[config.mk]
export PLATFORM = sky130hd
export DESIGN_NAME = adjust_repeat_ctrl
export DESIGN_NICKNAME = d
export VERILOG_FILES = /design/src/rtl/adjust_repeat_ctrl_pkg.sv /design/src/rtl/adjust_repeat_ctrl_rate_timer.sv /design/src/rtl/adjust_repeat_ctrl.sv
export SDC_FILE = /design/constraint.sdc
export NUM_CORES = 1
export LEC_CHECK = 0
export ABC_AREA = 1
export BUFFER_PORTS_ARGS = -buffer_cell sky130_fd_sc_hd__clkbuf_2
export CAP_MARGIN = 20
export CORE_ASPECT_RATIO = 0.8
export CORE_UTILIZATION = 55
export DETAILED_ROUTE_END_ITERATION = 7
export PLACE_DENSITY = 0.74
export SYNTH_ARGS = -nofsm -noshare
export SYNTH_HDL_FRONTEND = slang
export SYNTH_SLANG_ARGS = --single-unit
[constraint.sdc]
create_clock -name ck -period 1.95 [get_ports ck]
set_clock_uncertainty 0.15 [all_clocks]
set_input_delay 0.195 -clock ck [delete_from_list [all_inputs] [get_ports ck]]
set_output_delay 0.195 -clock ck [all_outputs]
set_load 0.03 [all_outputs]
[src/rtl/adjust_repeat_ctrl_pkg.sv]
`default_nettype none
// ============================================================================
// Module      : adjust_repeat_ctrl_pkg
// Description : Shared FSM state encoding and counter-width helper for the
//               hold-to-repeat adjust controller.
// Revision    : 1.0  initial release
// ============================================================================
package adjust_repeat_ctrl_pkg;

    typedef enum logic [2:0] {
        ST_IDLE  = 3'd0,
        ST_FIRST = 3'd1,
        ST_DELAY = 3'd2,
        ST_SLOW  = 3'd3,
        ST_FAST  = 3'd4
    } state_t;

    // Width needed to hold the largest reload value (period - 1), plus margin.
    function automatic int cnt_width(input int a, input int b, input int c);
        int m;
        m = a;
        if (b > m) m = b;
        if (c > m) m = c;
        return $clog2(m + 1);
    endfunction

endpackage
`default_nettype wire

[src/rtl/adjust_repeat_ctrl_rate_timer.sv]
`default_nettype none
// ============================================================================
// Module      : adjust_repeat_ctrl_rate_timer
// Description : Loadable down-counter that parks at zero and flags it.
// Revision    : 1.0  initial release
// ============================================================================
module adjust_repeat_ctrl_rate_timer #(
    parameter int CNT_W = 4
) (
    input  logic             clk,
    input  logic             rst,
    input  logic             i_clear,
    input  logic             i_load,
    input  logic [CNT_W-1:0] i_value,
    output logic             o_zero
);

    logic [CNT_W-1:0] r_cnt;

    always_ff @(posedge clk or posedge rst) begin
        if (rst) begin
            r_cnt <= '0;
        end else if (i_clear) begin
            r_cnt <= '0;
        end else if (i_load) begin
            r_cnt <= i_value;
        end else if (r_cnt != '0) begin
            r_cnt <= r_cnt - CNT_W'(1);
        end
    end

    assign o_zero = (r_cnt == '0);

endmodule
`default_nettype wire

[src/rtl/adjust_repeat_ctrl.sv]
`default_nettype none
// ============================================================================
// Module      : adjust_repeat_ctrl
// Description : Hold-to-repeat set-button controller producing per-target
//               increment pulses merged with each target's natural carry.
// Revision    : 1.0  initial release
// ============================================================================
module adjust_repeat_ctrl
    import adjust_repeat_ctrl_pkg::*;
#(
    parameter int N_TGT         = 2,
    parameter int SEL_W         = 1,
    parameter int HOLD_DELAY    = 50,
    parameter int REPEAT_PERIOD = 20,
    parameter int FAST_AFTER    = 5,
    parameter int FAST_PERIOD   = 5
) (
    input  logic             ck,
    input  logic             reset,
    input  logic             btn,
    input  logic [SEL_W-1:0] sel,
    input  logic [N_TGT-1:0] carry_in,
    output logic [N_TGT-1:0] up,
    output logic             busy
);

    localparam int CNT_W = cnt_width(HOLD_DELAY, REPEAT_PERIOD, FAST_PERIOD);
    localparam int REP_W = $clog2(FAST_AFTER + 1);

    localparam logic [CNT_W-1:0] C_HOLD_LD   = CNT_W'(HOLD_DELAY - 1);
    localparam logic [CNT_W-1:0] C_REPEAT_LD = CNT_W'(REPEAT_PERIOD - 1);
    localparam logic [CNT_W-1:0] C_FAST_LD   = CNT_W'(FAST_PERIOD - 1);
    localparam logic [REP_W-1:0] C_FAST_AFTER = REP_W'(FAST_AFTER);

    logic             r_meta;
    logic             r_bs;
    state_t           r_state;
    state_t           w_state_n;
    logic [SEL_W-1:0] r_tgt;
    logic [SEL_W-1:0] w_tgt_n;
    logic [REP_W-1:0] r_rep;
    logic [REP_W-1:0] w_rep_n;
    logic             r_pending;
    logic [N_TGT-1:0] r_up;

    logic             w_press;
    logic             w_sel_ok;
    logic             w_sel_match;
    logic             w_fire;
    logic             w_tmr_clear;
    logic             w_tmr_load;
    logic [CNT_W-1:0] w_tmr_val;
    logic             w_tmr_zero;
    logic [N_TGT-1:0] w_tgt_oh;
    logic             w_req;
    logic             w_carry_hit;
    logic             w_emit;
    logic             w_pend_n;
    logic [N_TGT-1:0] w_manual;

    always_ff @(posedge ck or posedge reset) begin
        if (reset) begin
            r_meta <= 1'b0;
            r_bs   <= 1'b0;
        end else begin
            r_meta <= btn;
            r_bs   <= r_meta;
        end
    end

    // bs is about to rise: leave IDLE on the very edge that raises it.
    assign w_press     = r_meta & ~r_bs;
    assign w_sel_ok    = (int'(sel) < N_TGT);
    assign w_sel_match = (sel == r_tgt);

    always_comb begin
        w_tgt_oh = '0;
        for (int i = 0; i < N_TGT; i++) begin
            w_tgt_oh[i] = (int'(r_tgt) == i);
        end
    end

    adjust_repeat_ctrl_rate_timer #(
        .CNT_W (CNT_W)
    ) u_rate_timer (
        .clk     (ck),
        .rst     (reset),
        .i_clear (w_tmr_clear),
        .i_load  (w_tmr_load),
        .i_value (w_tmr_val),
        .o_zero  (w_tmr_zero)
    );

    always_comb begin
        w_state_n   = r_state;
        w_tgt_n     = r_tgt;
        w_rep_n     = r_rep;
        w_fire      = 1'b0;
        w_tmr_clear = 1'b0;
        w_tmr_load  = 1'b0;
        w_tmr_val   = '0;
        if (r_state == ST_IDLE) begin
            if (w_press && w_sel_ok) begin
                w_state_n = ST_FIRST;
                w_tgt_n   = sel;
            end
        end else if (!r_bs || !w_sel_match) begin
            w_state_n   = ST_IDLE;
            w_tmr_clear = 1'b1;
            w_rep_n     = '0;
        end else begin
            case (r_state)
                ST_FIRST: begin
                    w_fire     = 1'b1;
                    w_tmr_load = 1'b1;
                    w_tmr_val  = C_HOLD_LD;
                    w_state_n  = ST_DELAY;
                end
                ST_DELAY: begin
                    if (w_tmr_zero) begin
                        w_fire     = 1'b1;
                        w_tmr_load = 1'b1;
                        w_tmr_val  = C_REPEAT_LD;
                        w_rep_n    = '0;
                        w_state_n  = ST_SLOW;
                    end
                end
                ST_SLOW: begin
                    if (w_tmr_zero) begin
                        w_fire     = 1'b1;
                        w_tmr_load = 1'b1;
                        w_rep_n    = r_rep + REP_W'(1);
                        if (w_rep_n == C_FAST_AFTER) begin
                            w_tmr_val = C_FAST_LD;
                            w_state_n = ST_FAST;
                        end else begin
                            w_tmr_val = C_REPEAT_LD;
                        end
                    end
                end
                ST_FAST: begin
                    if (w_tmr_zero) begin
                        w_fire     = 1'b1;
                        w_tmr_load = 1'b1;
                        w_tmr_val  = C_FAST_LD;
                    end
                end
                default: begin
                    w_state_n   = ST_IDLE;
                    w_tmr_clear = 1'b1;
                    w_rep_n     = '0;
                end
            endcase
        end
    end

    // A manual pulse that meets a carry on the same target is deferred a cycle.
    assign w_req       = w_fire | r_pending;
    assign w_carry_hit = |(carry_in & w_tgt_oh);
    assign w_emit      = w_req & ~w_carry_hit;
    assign w_pend_n    = (w_fire & r_pending) | (w_req & w_carry_hit);
    assign w_manual    = {N_TGT{w_emit}} & w_tgt_oh;

    always_ff @(posedge ck or posedge reset) begin
        if (reset) begin
            r_state   <= ST_IDLE;
            r_tgt     <= '0;
            r_rep     <= '0;
            r_pending <= 1'b0;
            r_up      <= '0;
        end else begin
            r_state   <= w_state_n;
            r_tgt     <= w_tgt_n;
            r_rep     <= w_rep_n;
            r_pending <= w_pend_n;
            r_up      <= carry_in | w_manual;
        end
    end

    assign up   = r_up;
    assign busy = (r_state != ST_IDLE) | r_pending;

endmodule
`default_nettype wire

* Yosys cells after proc, flatten, opt, wreduce, memory -nomap -nowiden
Index checks and enable logic that the tools add are counted.
** Storage, ports and cells
- Flip-flop bits (word level) :: 18
- Input port bits :: 6
- Output and inout bits :: 3
- Logic and storage cells :: 81
** Operators by class
- Add/subtract/negate cells :: 2
- Equality and inequality tests :: 14
- Muxes and demuxes :: 28
- Bitwise logic cells :: 14
- Reductions and logical operators :: 15
** Operators with widths (number)
- $mux W3 :: 10
- $mux W6 :: 5
- $pmux W6 S4 :: 1
- $mux W5 :: 3
- $pmux W3 S4 :: 1
- $pmux W3 S3 :: 1
- $ne A4 B3 Y1 const B :: 2
- $eq A3 B2 Y1 const B :: 2
- $eq A3 B3 Y1 const B :: 2
- $logic_not A6 Y1 :: 1
- $mux W1 :: 6
- $ne A3 B2 Y1 const B :: 2
- $reduce_bool A3 Y1 :: 2
- $reduce_bool A6 Y1 :: 1
- $sub A6 B1 Y6 const B :: 1
- $reduce_and A5 Y1 :: 1
- $and A1 B1 Y1 :: 4
- $and A2 B2 Y2 :: 2
- $ne A4 B4 Y1 const B :: 1
- $not A1 Y1 :: 4
- $reduce_and A4 Y1 :: 1
- $reduce_or A2 Y1 :: 2
- $reduce_or A4 Y1 :: 1
- $add A3 B1 Y3 const B :: 1
- 13 further kinds :: 16

* Depth between registers and ports, before layout
- Depth after elaboration :: 9
- Gate-level depth with buffers :: 10
- Gate-level depth less buffers :: 10

* Modules after synthesis
Synthesis repeated with hierarchy kept, for this count alone.
** Second synthesis, totals
- Cells, all modules :: 169
- Area total of the unflattened synthesis :: 1228.7 um2
** By module, submodules not included
- adjust_repeat_ctrl :: instances 1, cells an instance 110, area an instance 804.5 um2, sequential area each 300.3 um2
- adjust_repeat_ctrl_rate_timer :: instances 1, cells an instance 59, area an instance 424.2 um2, sequential area each 150.1 um2

* Worst setup path after synthesis
No wires, ideal clock.
- Kind :: reg2reg
- From :: reg u_rate_timer.r_cnt[0]
- To :: reg u_rate_timer.r_cnt[0]
- Library setup time :: 0.116 ns
- Arrival :: 1.308 ns
- Data required time :: 1.684 ns
- Setup slack :: 0.375 ns
- Cell stages (with the launch flop) :: 10
- Path buffers :: 0
- Clock period less this slack :: 1.575 ns
- Cell sequence :: dfrtp_1 inv_1 ha_1 nand3_1 nand2_1 inv_1 nor2_8 nand3_2 nand2_1 nand2_1
** On the way
- Longest elaborated chain between the ends :: 7
- Elaborated cells between the ends (all ways) :: 16
- Those cells by class :: 1 x add/sub; 12 x mux; 3 x reduce/logical
** Ends and longest elaborated chain
- start: declaration :: line adjust_repeat_ctrl_rate_timer.sv:18 : logic [CNT_W-1:0] r_cnt;
- start signal: assignment :: line adjust_repeat_ctrl_rate_timer.sv:26 : r_cnt <= i_value;
- start signal: assignment :: line adjust_repeat_ctrl_rate_timer.sv:28 : r_cnt <= r_cnt - CNT_W'(1);
- $logic_not A6 Y1 :: line adjust_repeat_ctrl_rate_timer.sv:32 : assign o_zero = (r_cnt == '0);
- $mux W5 (tied with other cells) :: line adjust_repeat_ctrl.sv:129 : if (w_tmr_zero) begin
- $pmux W6 S4 / $pmux W1 S2 (equally long branches) :: line adjust_repeat_ctrl.sv:112 : case (r_state)
- $mux W6 / $mux W1 (equally long branches) :: line adjust_repeat_ctrl.sv:107 : end else if (!r_bs || !w_sel_match) begin
- $mux W6 / $mux W1 (equally long branches) :: line adjust_repeat_ctrl.sv:102 : if (r_state == ST_IDLE) begin
- $mux W6 :: line adjust_repeat_ctrl_rate_timer.sv:25 : end else if (i_load) begin
- $mux W6 :: line adjust_repeat_ctrl_rate_timer.sv:23 : end else if (i_clear) begin
Parallel ways exist; a longest one is shown, timed or not. The select of a mux whose other input is x is not followed.
A chain may end at the register's enable or synchronous reset.

* Worst setup path after layout
- From :: reg r_state[0]
- To :: out busy
** On the way
- Longest elaborated chain between the ends :: 2
** Ends and longest elaborated chain
- start: declaration :: line adjust_repeat_ctrl.sv:37 : state_t r_state;
- start signal: assignment :: line adjust_repeat_ctrl.sv:172 : r_state <= w_state_n;
- $reduce_bool A3 Y1 :: line adjust_repeat_ctrl.sv:181 : assign busy = (r_state != ST_IDLE) | r_pending;
- $or A1 B1 Y1 :: line adjust_repeat_ctrl.sv:181
- end: declaration :: line adjust_repeat_ctrl.sv:24 : output logic busy
Every way passes these cells.

==> reports/results.txt <==
WL final: 2370 um
Yosys cell types: 25
Reported max-cap violation count: 0
Yosys reg bits: 18
CTS Sinks: 18
PD cells: 1360 mW/mm^2
Reg2reg path depth: 9
Most Used Layer, Global Route: met2
First-pass GRT wire length: 3930 um
CTS tree: done
Worst path slowest cell: dfrtp_2
Synth area leader: dfrtp_1
Final TNS setup: 0 ns
Cells on Worst Hold Path: 3
Chip Width: 53.0 um
Leak Pwr: 0.693 nW
Post-CTS setup buffer count: 0
H-tree levels: 1
Crit Reg-Reg Endpoint: u_rate_timer.r_cnt[0]$_DFFE_PP0P_
Crit Path Max Fanout: 7
Status: finished clean
Slew Viols, Final: 0
EDFF count, synth: 0
YS warnings: 0
Routed vias: 1035
Post-synthesis average cell area: 7.52 um^2
Clk_lat worst skew: 0.31 ns
M2 GR Usage: 40.5%
WHS Endpoint: r_tgt$_DFFE_PP0P_
Final #Nets: 178
Crit-path max cell delay: 0.46 ns
Placed insts: 184
Post-Place Worst Slack: 0.188 ns
Area growth, synth to finish: 13.6%
CP Capture Type: primary output
Initial antenna violation count: 0
Top-level port count: 9
Post-Layout Cell Count: 192
PortBufs: 8
WL/cell: 12.4 um
Layout cells sized above 1: 17.9%
Gr ovfl total: 0
Critical path launch point type: register
Sequential area share after synthesis: 39.4%
Setup WS post-layout: 0.0509 ns
R2R setup slack: 0.20 ns
Dominant cells by area after synthesis: dfrtp_1, nand2_1, nor2_1
Initial Util: 59.4%
Detailed placer's ending HPWL: 1730 um
Core box area: 0.00193 mm^2
Syn_nets: 161
Critical path class: register to primary output
CTS clock-pin slew for the worst setup and hold paths: 0.10 ns
Die H: 42.8 um
Number of global-route vias before repair: 943
Syn Inst Count: 152
Largest net degree at the start of global routing: 19
Min Clock Period, post-route: 1.90 ns
Arrival time at the worst endpoint: 1.55 ns
Total GRT Usage: 24.6%
Mapped Area: 0.00114 mm^2
VDD IR max: 0.00102 V
Drt drc: 0
Final Hold Fails: 0
TritonRoute pass-1 iters: 5
Hold Crit Start: sel
Remaining antenna violation count after routing: 0
# fillers: 176
Min-delay worst type: input port to register
Ys async rst share: 100%
Initial DRC Count: 28
Critical path, cell by cell: nor2_1 -> nand2_2 -> or2_2 -> clkbuf_2
Max clock buf depth: 2
Overall Power: 1.77 mW
Num CTS Buffers: 3
CTS root buf: clkbuf_4
Met1 Use GR: 29.8%
Max Clk Rate: 0.527 GHz
Top post-synthesis cells by count: nand2_1, nor2_1, inv_1
Rel. slew slack: 53.7%
Worst hold slack: 0.0386 ns
Fin crit share: 97.4%
Worst Path Required: 1.60 ns
Slew at the pin closest to its max-slew limit: 0.694 ns
DR vias/cell: 5.39
Ys flop type: dfrtp_1
Core Rows: 14
GP Congestion: 0.846
Top cell type's share of synthesized area: 39.4%
Antenna cells: 0
Final Setup Violations: 0
Worst reg2reg startpoint: u_rate_timer.r_cnt[0]$_DFFE_PP0P_
M3 GR Usage: 7.53%
Die area: 0.00227 mm^2
Most common cell in the netlist: nand2_1
## area by class of cell
class / instances / area [um^2] / share of cell area [%]
clock buffer: 4 / 36.3 / 2.79
inverter: 22 / 82.6 / 6.36
multi-input combinational: 112 / 618 / 47.6
sequential: 18 / 452 / 34.8
tap: 24 / 30.0 / 2.31
timing repair buffer: 12 / 80.1 / 6.17
## per-stage QoR
stage | utilization [%] | instance area (um^2)
after floorplan | - | 1140
after global placement | 63.0 | 1210
after detailed placement | 63.0 | 1210
after CTS | 66.9 | 1290
after global routing | 67.4 | 1300
final | 67.4 | 1300
## worst max path at each step
stage	depth (start not counted)	start	to	slack (ns)
after floorplan	9	u_rate_timer.r_cnt[0]$_DFFE_PP0P_	u_rate_timer.r_cnt[0]$_DFFE_PP0P_	0.38
after global placement	9	u_rate_timer.r_cnt[0]$_DFFE_PP0P_	u_rate_timer.r_cnt[0]$_DFFE_PP0P_	0.28
after detailed placement	9	u_rate_timer.r_cnt[0]$_DFFE_PP0P_	u_rate_timer.r_cnt[0]$_DFFE_PP0P_	0.19
after CTS	4	r_state[0]$_DFFE_PP0P_	busy	0.04
after global routing	4	r_state[0]$_DFFE_PP0P_	busy	-0.02
final	4	r_state[0]$_DFFE_PP0P_	busy	0.05
## cells by family (layout without fill, tap and decap cells)
group / after synthesis / count (layout) / synth area share (%)
fa+ha+maj: 3 / 3 / 3.28
simple gates: 92 / 92 / 40.6
compound gates: 13 / 13 / 6.46
buf+inv: 22 / 38 / 7.22
xor+xnor: 4 / 4 / 3.06
flops: 18 / 18 / 39.4
## layout by cell type (no fill, tap or decap), types with 3 or more instances in the layout
cell | netlist | final
o21ai_0 | 4 | 4
nand3_1 | 11 | 10
dlygate4sd3_1 | 0 | 4
nand2_4 | 3 | 3
a21oi_1 | 4 | 4
nor2_1 | 21 | 21
nand2_1 | 41 | 40
nand4_1 | 5 | 5
clkbuf_4 | 0 | 3
clkbuf_2 | 0 | 8
ha_1 | 3 | 3
inv_1 | 20 | 20
dfrtp_1 | 18 | 17
## flip-flops by register name, indices dropped and copies added (netlist names)
name and cells:
u_rate_timer.r_cnt 6, up 2, r_pending 1, r_rep 3, r_tgt 1, r_meta 1, r_bs 1, r_state 3
## per-layer routing
metal / vias up / wire length [um]
li1: 518 / -
met1: 481 / 1040
met2: 32 / 1180
met3: 4 / 126
met4: 0 / 23
met5: - / 0
## timing repair
action,in CTS,in global routing
hold buffers,4,0
resized for setup,0,3
endpoints found under the hold margin,21,0
setup endpoints to repair,0,2
## critical path, delay by kind of cell, from the launching register on
kind,cells,cell delay (ns)
and+or+nand+nor,3,0.60
DFF,1,0.46
buffers and inverters,1,0.18
## report_power, final
group          switching [mW]  internal, mW
logic                   0.632         0.329
clock network           0.126         0.114
registers              0.0923         0.472
Note: power is estimated with default switching activity, not from simulation.
